==> config.mk <==
export PLATFORM = sky130hd
export DESIGN_NAME = adpll_lock_monitor
export DESIGN_NICKNAME = d
export VERILOG_FILES = /design/src/rtl/adpll_pkg.sv /design/src/rtl/sync_edge_detect.sv /design/src/rtl/adpll_lock_monitor.sv
export SDC_FILE = /design/constraint.sdc
export NUM_CORES = 1
export LEC_CHECK = 0
export ABC_CLOCK_PERIOD_IN_PS = 3700
export CAP_MARGIN = 30
export CORE_MARGIN = 2
export CORE_UTILIZATION = 25
export DETAILED_ROUTE_END_ITERATION = 10
export GPL_ROUTABILITY_DRIVEN = 0
export GPL_TIMING_DRIVEN = 0
export HOLD_SLACK_MARGIN = 0.03
export PLACE_DENSITY_LB_ADDON = 0.2
export SYNTH_ARGS = -nofsm -noshare
export SYNTH_HDL_FRONTEND = slang
export SYNTH_HIERARCHICAL = 1
export SYNTH_SLANG_ARGS = --single-unit
export TNS_END_PERCENT = 5
==> constraint.sdc <==
create_clock -name fpga_clk_i -period 3.7 [get_ports fpga_clk_i]
set_input_delay 0.37 -clock fpga_clk_i [delete_from_list [all_inputs] [get_ports fpga_clk_i]]
set_output_delay 0.37 -clock fpga_clk_i [all_outputs]
set_load 0.02 [all_outputs]
==> src/rtl/adpll_pkg.sv <==
// Shared definitions for the ADPLL network lock monitors: FSM states and the
// window/hysteresis defaults used by every node instance.
package adpll_pkg;

    typedef enum logic [1:0] {
        ST_IDLE,
        ST_ARM,
        ST_MEASURE,
        ST_LOST
    } mon_state_e;

    localparam int unsigned DEF_WINDOW_REFS    = 16;
    localparam int unsigned DEF_TOL            = 1;
    localparam int unsigned DEF_LOCK_WINDOWS   = 4;
    localparam int unsigned DEF_UNLOCK_WINDOWS = 2;

endpackage

==> src/rtl/sync_edge_detect.sv <==
// Two-flop synchroniser plus a registered rising-edge pulse; input edge to
// pulse is three fabric cycles.
module sync_edge_detect (
    input  logic clk_i,
    input  logic rst_ni,
    input  logic d_i,
    output logic rise_o
);

    logic [2:0] sync_q;
    logic       rise_q;

    // Flops reset high so a level already high at reset release is not an edge.
    always_ff @(posedge clk_i or negedge rst_ni) begin
        if (!rst_ni) begin
            sync_q <= '1;
            rise_q <= 1'b0;
        end else begin
            sync_q <= {sync_q[1:0], d_i};
            rise_q <= sync_q[1] & ~sync_q[2];
        end
    end

    assign rise_o = rise_q;

endmodule

==> src/rtl/adpll_lock_monitor.sv <==
// Per-node lock monitor: counts div8 edges over a window of reference edges,
// reports the signed frequency error and keeps a hysteretic lock flag.
module adpll_lock_monitor
    import adpll_pkg::*;
#(
    parameter int unsigned CNT_WIDTH      = 12,
    parameter int unsigned WINDOW_REFS    = DEF_WINDOW_REFS,
    parameter int unsigned TOL            = DEF_TOL,
    parameter int unsigned LOCK_WINDOWS   = DEF_LOCK_WINDOWS,
    parameter int unsigned UNLOCK_WINDOWS = DEF_UNLOCK_WINDOWS,
    parameter int unsigned TIMEOUT_WIDTH  = 16
) (
    input  logic                 fpga_clk_i,
    input  logic                 rst_pbn_i,
    input  logic                 enable_i,
    input  logic                 ref_i,
    input  logic                 gen_i,
    output logic                 locked_o,
    output logic                 valid_o,
    output logic [CNT_WIDTH:0]   error_o,
    output logic [CNT_WIDTH-1:0] count_o,
    output logic                 ref_lost_o
);

    localparam int unsigned CW = CNT_WIDTH;
    localparam int unsigned EW = CNT_WIDTH + 1;
    localparam int unsigned TW = TIMEOUT_WIDTH;
    localparam int unsigned GW = $clog2(LOCK_WINDOWS + 1);
    localparam int unsigned BW = $clog2(UNLOCK_WINDOWS + 1);
    localparam logic [CW-1:0] CNT_MAX = '1;
    localparam logic [TW-1:0] TMO_MAX = '1;

    logic ref_rise, gen_rise;

    sync_edge_detect u_ref_sync (
        .clk_i  (fpga_clk_i),
        .rst_ni (rst_pbn_i),
        .d_i    (ref_i),
        .rise_o (ref_rise)
    );

    sync_edge_detect u_gen_sync (
        .clk_i  (fpga_clk_i),
        .rst_ni (rst_pbn_i),
        .d_i    (gen_i),
        .rise_o (gen_rise)
    );

    mon_state_e    state_q,   state_d;
    logic [CW-1:0] gen_cnt_q, gen_cnt_d;
    logic [CW-1:0] ref_cnt_q, ref_cnt_d;
    logic [TW-1:0] tmo_q,     tmo_d;
    logic [GW-1:0] good_q,    good_d;
    logic [BW-1:0] bad_q,     bad_d;
    logic          locked_q,  locked_d;
    logic          valid_q,   valid_d;
    logic [EW-1:0] error_q,   error_d;
    logic [CW-1:0] count_q,   count_d;
    logic          lost_q,    lost_d;

    // Window result including a gen edge coincident with the closing ref edge.
    logic [CW-1:0] gen_sat;
    logic [EW-1:0] win_err;
    logic [EW-1:0] err_mag;
    logic          in_tol;

    assign gen_sat = (gen_rise && gen_cnt_q != CNT_MAX) ? gen_cnt_q + CW'(1) : gen_cnt_q;
    assign win_err = {1'b0, gen_sat} - EW'(WINDOW_REFS);
    assign err_mag = win_err[EW-1] ? -win_err : win_err;
    assign in_tol  = (err_mag <= EW'(TOL));

    always_comb begin
        state_d   = state_q;
        gen_cnt_d = gen_cnt_q;
        ref_cnt_d = ref_cnt_q;
        tmo_d     = tmo_q;
        good_d    = good_q;
        bad_d     = bad_q;
        locked_d  = locked_q;
        valid_d   = 1'b0;
        error_d   = error_q;
        count_d   = count_q;
        lost_d    = lost_q;

        unique case (state_q)
            ST_IDLE: state_d = ST_ARM;
            ST_ARM: begin
                if (ref_rise) begin
                    state_d   = ST_MEASURE;
                    gen_cnt_d = '0;
                    ref_cnt_d = '0;
                    tmo_d     = TW'(1);
                end
            end
            ST_MEASURE: begin
                gen_cnt_d = gen_sat;
                tmo_d     = ref_rise ? TW'(1) : tmo_q + TW'(1);
                if (ref_rise) begin
                    if (ref_cnt_q == CW'(WINDOW_REFS - 1)) begin
                        ref_cnt_d = '0;
                        gen_cnt_d = '0;
                        valid_d   = 1'b1;
                        count_d   = gen_sat;
                        error_d   = win_err;
                        if (in_tol) begin
                            bad_d = '0;
                            if (good_q != GW'(LOCK_WINDOWS)) good_d = good_q + GW'(1);
                            if (good_d == GW'(LOCK_WINDOWS)) locked_d = 1'b1;
                        end else begin
                            good_d = '0;
                            if (bad_q != BW'(UNLOCK_WINDOWS)) bad_d = bad_q + BW'(1);
                            if (bad_d == BW'(UNLOCK_WINDOWS)) locked_d = 1'b0;
                        end
                    end else begin
                        ref_cnt_d = ref_cnt_q + CW'(1);
                    end
                end else if (tmo_q == TMO_MAX - TW'(1)) begin
                    // Counter would reach its maximum this cycle.
                    state_d  = ST_LOST;
                    lost_d   = 1'b1;
                    locked_d = 1'b0;
                    good_d   = '0;
                    bad_d    = '0;
                end
            end
            ST_LOST: begin
                if (ref_rise) begin
                    state_d = ST_ARM;
                    lost_d  = 1'b0;
                end
            end
            default: state_d = ST_IDLE;
        endcase

        if (!enable_i) begin
            state_d   = ST_IDLE;
            gen_cnt_d = '0;
            ref_cnt_d = '0;
            tmo_d     = '0;
            good_d    = '0;
            bad_d     = '0;
            locked_d  = 1'b0;
            valid_d   = 1'b0;
            error_d   = '0;
            count_d   = '0;
            lost_d    = 1'b0;
        end
    end

    always_ff @(posedge fpga_clk_i or negedge rst_pbn_i) begin
        if (!rst_pbn_i) begin
            state_q   <= ST_IDLE;
            gen_cnt_q <= '0;
            ref_cnt_q <= '0;
            tmo_q     <= '0;
            good_q    <= '0;
            bad_q     <= '0;
            locked_q  <= 1'b0;
            valid_q   <= 1'b0;
            error_q   <= '0;
            count_q   <= '0;
            lost_q    <= 1'b0;
        end else begin
            state_q   <= state_d;
            gen_cnt_q <= gen_cnt_d;
            ref_cnt_q <= ref_cnt_d;
            tmo_q     <= tmo_d;
            good_q    <= good_d;
            bad_q     <= bad_d;
            locked_q  <= locked_d;
            valid_q   <= valid_d;
            error_q   <= error_d;
            count_q   <= count_d;
            lost_q    <= lost_d;
        end
    end

    assign locked_o   = locked_q;
    assign valid_o    = valid_q;
    assign error_o    = error_q;
    assign count_o    = count_q;
    assign ref_lost_o = lost_q;

endmodule

# Yosys cells after proc, flatten, opt, wreduce, memory -nomap -nowiden

Index checks and enable logic that the tools add are counted.

Mux-type cells: 68
Order comparisons: 1
Bitwise gates (word level): 4
Shift operators: 0
Equality and inequality tests: 24
Add/sub/neg operators: 7
Reductions and logical operators: 9
Divide/modulo/power cells: 0
$mul: 0

Operators with widths:

| kind                  | number |
|---|---|
| $mux 12               | 12 |
| $mux 13               | 5 |
| $mux 16               | 3 |
| $pmux 12 s2           | 2 |
| $mux 3                | 11 |
| $mux 2                | 16 |
| $pmux 16 s2           | 1 |
| $add 12x1->12 const B | 2 |
| $add 16x1->16 const B | 1 |
| $eq 16x16->1 const B  | 1 |
| $mux 1                | 16 |
| $le 13x1->1 const B   | 1 |
| $neg 13->13           | 1 |
| $sub 12x5->13 const B | 1 |
| $eq 12x4->1 const B   | 1 |
| $ne 12x12->1 const B  | 1 |
| $ne 3x3->1 const B    | 4 |
| $ne 3x1->1 const B    | 3 |
| $ne 3x2->1 const B    | 3 |
| $reduce_and 3->1      | 3 |
| $ne 4x4->1 const B    | 2 |
| $pmux 2 s4            | 1 |
| $reduce_and 4->1      | 2 |
| $eq 2x2->1 const B    | 3 |
| 13 further kinds      | 17 |

Register bits: 83
Bits in read-only memories: 0
Latch bits: 0
Bits in writable memories: 0
Word-level logic and storage cells: 128
Output and inout port bits: 28
Bits of input ports: 5
Memories kept: 0

# Logic depth before layout (Yosys ltp)

Gate-level depths: netlist (run 1).

Depth in word-level cells: 18
Depth in mapped cells: 15
Mapped depth without buffers: 14

# Cells and area by module

Netlist (run 1), hierarchy kept.

Modules (own cells, without submodules):

| module             | times used | area each (sq um) | seq. area each (sq um) | cells each |
|---|---|---|---|---|
| adpll_lock_monitor | 1          | 4381.7            | 1776.7                 | 489 |
| sync_edge_detect   | 2          | 117.6             | 103.8                  | 5 |

# Worst setup path after synthesis (run 1)

OpenSTA, ideal clock, no wires.

Kind: flip-flop to flip-flop
From: register gen_cnt_q[1]
To: register bad_q[0]
Required time: 3.579 ns
Period minus slack after synthesis: 3.351 ns
Library setup time: 0.121 ns
Setup slack: 0.349 ns
Buffers on the path: 1
Data arrival time: 3.229 ns
Cell stages (with the launch flop): 16
Path through: dfrtp_1 -> ha_1 -> buf_6 -> and4_1 -> nand3_1 -> nand2_1 -> inv_1 -> ha_1 -> inv_1 -> a311oi_2 -> nor2_1 -> a2111o_1 -> a211o_1 -> nand2_1 -> o2111ai_1 -> a32o_2

Word-level cells in the longest chain between the ends: 12
Elaborated cells on any way between the ends: 13
Those cells by class: add/sub: 3; order compare: 1; eq/ne: 1; mux: 7; reduce/logical: 1

Ends and longest elaborated chain:

| what                                                                  | RTL line                  | source |
|---|---|---|
| from (decl)                                                           | adpll_lock_monitor.sv:50  | `logic [CW-1:0] gen_cnt_q, gen_cnt_d;` |
| from (signal assigned)                                                | adpll_lock_monitor.sv:165 | `gen_cnt_q <= gen_cnt_d;` |
| parallel branches: the longest is 2 deep, another holds $add 12x1->12 | --                        |  |
| $mux 12 *                                                             | adpll_lock_monitor.sv:67  | `assign gen_sat = (gen_rise && gen_cnt_q != CNT_MAX) ? gen_cnt_q + CW'(1) : gen_cnt_q;` |
| $sub 12x5->13 *                                                       | adpll_lock_monitor.sv:68  | `assign win_err = {1'b0, gen_sat} - EW'(WINDOW_REFS);` |
| $neg 13->13                                                           | adpll_lock_monitor.sv:69  | `assign err_mag = win_err[EW-1] ? -win_err : win_err;` |
| $mux 13 *                                                             | adpll_lock_monitor.sv:69  |  |
| $le 13x1->1 *                                                         | adpll_lock_monitor.sv:70  | `assign in_tol = (err_mag <= EW'(TOL));` |
| $mux 2 *                                                              | adpll_lock_monitor.sv:105 | `if (in_tol) begin` |
| $mux 2 *                                                              | adpll_lock_monitor.sv:99  | `if (ref_cnt_q == CW'(WINDOW_REFS - 1)) begin` |
| $mux 2 *                                                              | adpll_lock_monitor.sv:98  | `if (ref_rise) begin` |
| $mux 2 *                                                              | adpll_lock_monitor.sv:85  | `unique case (state_q)` |
| $mux 2 *                                                              | adpll_lock_monitor.sv:135 | `if (!enable_i) begin` |
| to (signal assigned)                                                  | adpll_lock_monitor.sv:157 | `bad_q <= '0;` |
| to (signal assigned)                                                  | adpll_lock_monitor.sv:169 | `bad_q <= bad_d;` |
| to (decl)                                                             | adpll_lock_monitor.sv:54  | `logic [BW-1:0] bad_q, bad_d;` |

Every way passes the cells marked *. The select of a mux whose other input is x is not followed.
A chain may end at the register's enable or synchronous reset.

# Worst setup path after layout (run 1)

From: register gen_cnt_q[1]
To: register good_q[0]

Word-level cells in the longest chain between the ends: 12
Elaborated cells on any way between the ends: 13
Those cells by class: add/sub: 3; order compare: 1; eq/ne: 1; mux: 7; reduce/logical: 1

Ends and longest elaborated chain:

| what                                                                  | RTL line                  | source |
|---|---|---|
| parallel branches: the longest is 2 deep, another holds $add 12x1->12 | --                        |  |
| $mux 12 *                                                             | adpll_lock_monitor.sv:67  |  |
| $sub 12x5->13 *                                                       | adpll_lock_monitor.sv:68  |  |
| $neg 13->13                                                           | adpll_lock_monitor.sv:69  |  |
| $mux 13 *                                                             | adpll_lock_monitor.sv:69  |  |
| $le 13x1->1 *                                                         | adpll_lock_monitor.sv:70  |  |
| $mux 3 *                                                              | adpll_lock_monitor.sv:105 |  |
| $mux 3 *                                                              | adpll_lock_monitor.sv:99  |  |
| $mux 3 *                                                              | adpll_lock_monitor.sv:98  |  |
| $mux 3 *                                                              | adpll_lock_monitor.sv:85  |  |
| $mux 3 *                                                              | adpll_lock_monitor.sv:135 |  |
| to (signal assigned)                                                  | adpll_lock_monitor.sv:168 | `good_q <= good_d;` |
| to (decl)                                                             | adpll_lock_monitor.sv:53  | `logic [GW-1:0] good_q, good_d;` |

Marked as above.

==> reports/results.tsv, run 1 <==
stage	metric	value	unit
run_status	status	complete, no violations	
placed_design	DP Worst Slack	-371	ps
pwr	worst vdd ir	0.000211	V
final_layout	area added between synthesis and finish	25.3	%
logic_synthesis	mapped cell area	4620	µm²
cts	TritonCTS clock tree	yes	
logic_synthesis	synth top area cells	dfrtp_1 40%, nand2_1 5.7%, o21ai_0 5.1%	
logic_synthesis	synthesized net count	517	
logic_synthesis	Async SR Flop Fraction	100	%
sta	Max Clk Rate	0.285	GHz
worst_setup_path	Startpoint Class	flip-flop	
placed_design	Port Buffers	32	
routing	DRT antenna net count	0	
sta	Worst Clk Skew	9.76	ps
sta	Fin Hold WS	357	ps
global_route	number of global-route vias before repair	3802	
cts	TritonCTS buffer count	9	
global_route	global-route wire length before repair	19.8	mm
die	Core Area	18000	µm²
sta	Final Setup Violations	0	
logic_synthesis	adder-cell share of the synthesized area	3.52	%
pwr	Leakage	0.00240	µW
cts	clock sink count	79	
worst_hold_path	Hold Path Class	reg -> reg	
routing	1st-pass router iterations	4	
cts	CTS max path bufs	2	
routing	drc violations	0	
logic_synthesis	Synth Area in XOR/XNOR	4.55	%
sta	Slew Viols, Final	0	
logic_synthesis	Yosys top cell area share	39.6	%
logic_synthesis	dominant cell type by area after synthesis	dfrtp_1	
sta	Rel. slew slack	51.7	%
worst_setup_path	R2R Setup Slk	190	ps
die	num rows	49	
die	die footprint	19600	µm²
final_layout	final net count	573	
logic_synthesis	sequential area share after synthesis	43.0	%
global_route	gr ovfl total	0	
cts	clk_lat worst skew	350	ps
routing	DR vias	3861	
worst_setup_path	Crit Path Class	reg -> reg	
sta	RSZ-0062 raised after global routing	yes	
worst_setup_path	crit path DAT	3780	ps
die	Die Wd	140	µm
logic_synthesis	largest family of logic cells by synthesized area	simple AND/OR/NAND/NOR gates	
die	I/O pins	33	
routing	Avg WL per Cell	14.9	µm
logic_synthesis	flip-flop and latch count after synthesis	79	
sta	Final Critical Period	3510	ps
logic_synthesis	post-synthesis simple-gate area fraction	23.9	%
final_layout	ant diodes	0	
final_layout	Final Core Density	32.1	%
logic_synthesis	Synth Area in Compound Gates	18.4	%
cts	CTS H-tree depth	3	
cts	Root Driver	clkbuf_16	
logic_synthesis	Synth Flop Type	dfrtp_1	
worst_setup_path	CP Capture Type	flip-flop	
global_route	largest net degree at the start of global routing	54	
logic_synthesis	proportion of synthesized area in mux cells	1.60	%
pwr	Cell Pwr Density	370	nW/µm²
worst_setup_path	CP max FO	9	
sta	Final Hold Viols	0	
worst_setup_path	critical path data required time	3970	ps
global_route	initial antenna violation count	0	
routing	Routed WL	11.8	mm
cts	Clock transition at path regs	70	ps
sta	Final Cycle Share	94.9	%
die	die height	140	µm
placed_design	Post-DP HPWL	8.38	mm
routing	vias per cell	4.89	
logic_synthesis	Post-Synthesis Cells	499	
run	max cap viols	0	
logic_synthesis	mean area per synthesized cell	9.25	µm²
global_route	GRT Resource Usage Total	12.5	%
logic_synthesis	yosys warns	6	
die	Initial Util	25.6	%
logic_synthesis	Cell variety after synth	77	
logic_synthesis	Post-synth EDFFs	0	
sta	slack of the critical path	188	ps
final_layout	fraction of layout cells with a size suffix above 1	16.8	%
routing	1st-iter DRT viols	171	
sta	Slew @ Worst Pin	704	ps
-- synth_stat cells, types with 3 or more instances --
cell type	n
o21a_1	3
ha_1	13
clkbuf_1	11
xnor2_1	4
a22o_1	3
or3_1	4
a41oi_1	4
a21oi_1	21
nand3_1	16
and4_1	8
and3_1	6
nor2_1	32
inv_1	15
dfstp_2	6
buf_6	5
and2_1	8
dfrtp_1	73
nand2_1	70
nor4_1	3
nand2b_1	4
xor2_1	20
nand4_1	18
nor2b_1	9
o31ai_1	5
mux2i_1	4
or2_2	3
nor3_1	6
buf_4	8
o21ai_0	47
nand3b_1	4
-- registers in the layout, summed over array words and instances (netlist names) --
name and cells:
locked_o 1, state_q 2, tmo_q 16, valid_o 1
u_gen_sync/sync_q 3, ref_cnt_q 12, bad_q 2, error_o 13
u_ref_sync/sync_q 3, u_ref_sync/rise_o 1, u_gen_sync/rise_o 1, count_o 8
gen_cnt_q 12, ref_lost_o 1, good_q 3
-- metrics by stage --
step	std cells	TNS, ps	area [µm²]	power (µW)
after floorplan	499	0	4620	1110
after CTS	782	0	5670	2170
after detailed placement	761	-2040	5250	1220
final	789	0	5780	2140
after global routing	789	-41.2	5780	2250
after global placement	760	-58490	5220	1210
-- report_power, final --
group | leakage [µW] | switching, µW | internal, µW
Clock | 0.000148 | 401 | 532
Sequential | 0.00108 | 18.3 | 889
Combinational | 0.00118 | 201 | 96.7
Total | 0.00240 | 620 | 1520
-- area by class of cell --
type	count	area, µm²
multi-input cells	377	2530
plain buffers	27	174
fillers	1899	12200
well taps	229	287
repair buffers	45	438
inverters	16	60.1
flip-flops and latches	79	1990
clock buffers	9	225
clock inverters	7	80.1
-- timing repair --
item / 4_1_cts / 5_1_grt
setup endpoints to repair: 6 / 6
setup buffers: 4 / 7
gates resized for setup: 13 / 10
pin swaps: 6 / 10
hold buffers: 1 / 0
endpoints found under the hold margin: 22 / 0
-- cell usage in the layout, fill, tap and decap left out, types with 14 or more instances in the layout --
cell,instances
o21ai_0,47
nand3_1,15
a21oi_1,21
dfrtp_1,72
xor2_1,19
nor2_1,31
clkdlybuf4s50_1,31
nand4_1,18
inv_1,14
nand2_1,69
buf_4,20
-- cells by family (layout without fill, tap and decap cells) --
| family | Yosys count | in the layout |
|---|---|---|
| AO/OA/AOI/OAI | 125 | 125 |
| XOR/XNOR | 24 | 24 |
| adder cells (fa/ha/maj) | 13 | 13 |
| buffers and inverters | 43 | 104 |
| flip-flops | 79 | 79 |
| multiplexers | 7 | 7 |
| AND/OR/NAND/NOR | 208 | 208 |
-- metal layers --
metal / global-route usage [%] / up-vias / routed length (µm)
met5: 0 / - / 0
li1: - / 1918 / -
met2: 20.2 / 59 / 5510
met1: 16.8 / 1869 / 5680
met4: 3.68 / 0 / 163
met3: 3.01 / 15 / 431
-- worst max-delay path: stages, from the launching register on --
cell	delay, ps
dfrtp_2	390
ha_1	170
buf_6	150
nand4_4	150
o211a_1	270
or2_2	360
ha_4	190
inv_1	90
a311oi_4	60
a211oi_2	320
o221ai_2	160
a211o_1	360
a311oi_2	230
buf_4	190
nand4_1	150
o21ai_1	190
-- worst paths after layout --
check | depth (start not counted) | startpoint | endpoint
worst max-delay path | 15 | gen_cnt_q[1]$_DFFE_PN0P_ | good_q[0]$_DFFE_PN0P_
worst min-delay path | 0 | u_ref_sync/sync_q[0]$_DFF_PN1_ | u_ref_sync/sync_q[1]$_DFF_PN1_
worst max register to register | 15 | gen_cnt_q[1]$_DFFE_PN0P_ | good_q[0]$_DFFE_PN0P_
worst min register to register | 0 | u_ref_sync/sync_q[0]$_DFF_PN1_ | u_ref_sync/sync_q[1]$_DFF_PN1_
max in group asynchronous | 3 | rst_pbn_i | u_gen_sync/sync_q[2]$_DFF_PN1_
min in group asynchronous | 2 | rst_pbn_i | ref_cnt_q[9]$_DFFE_PN0P_
No activity file was read; power rests on OpenSTA's default activity.
==> run 2, diff against run 1 <==
--- a/config.mk
+++ b/config.mk
@@ -18,4 +18,4 @@
 export SYNTH_HDL_FRONTEND = slang
 export SYNTH_HIERARCHICAL = 1
 export SYNTH_SLANG_ARGS = --single-unit
-export TNS_END_PERCENT = 5
+export TNS_END_PERCENT = 20
==> results of run 2 <==
Final layout, timing and power as in run 1 (identical DEF).
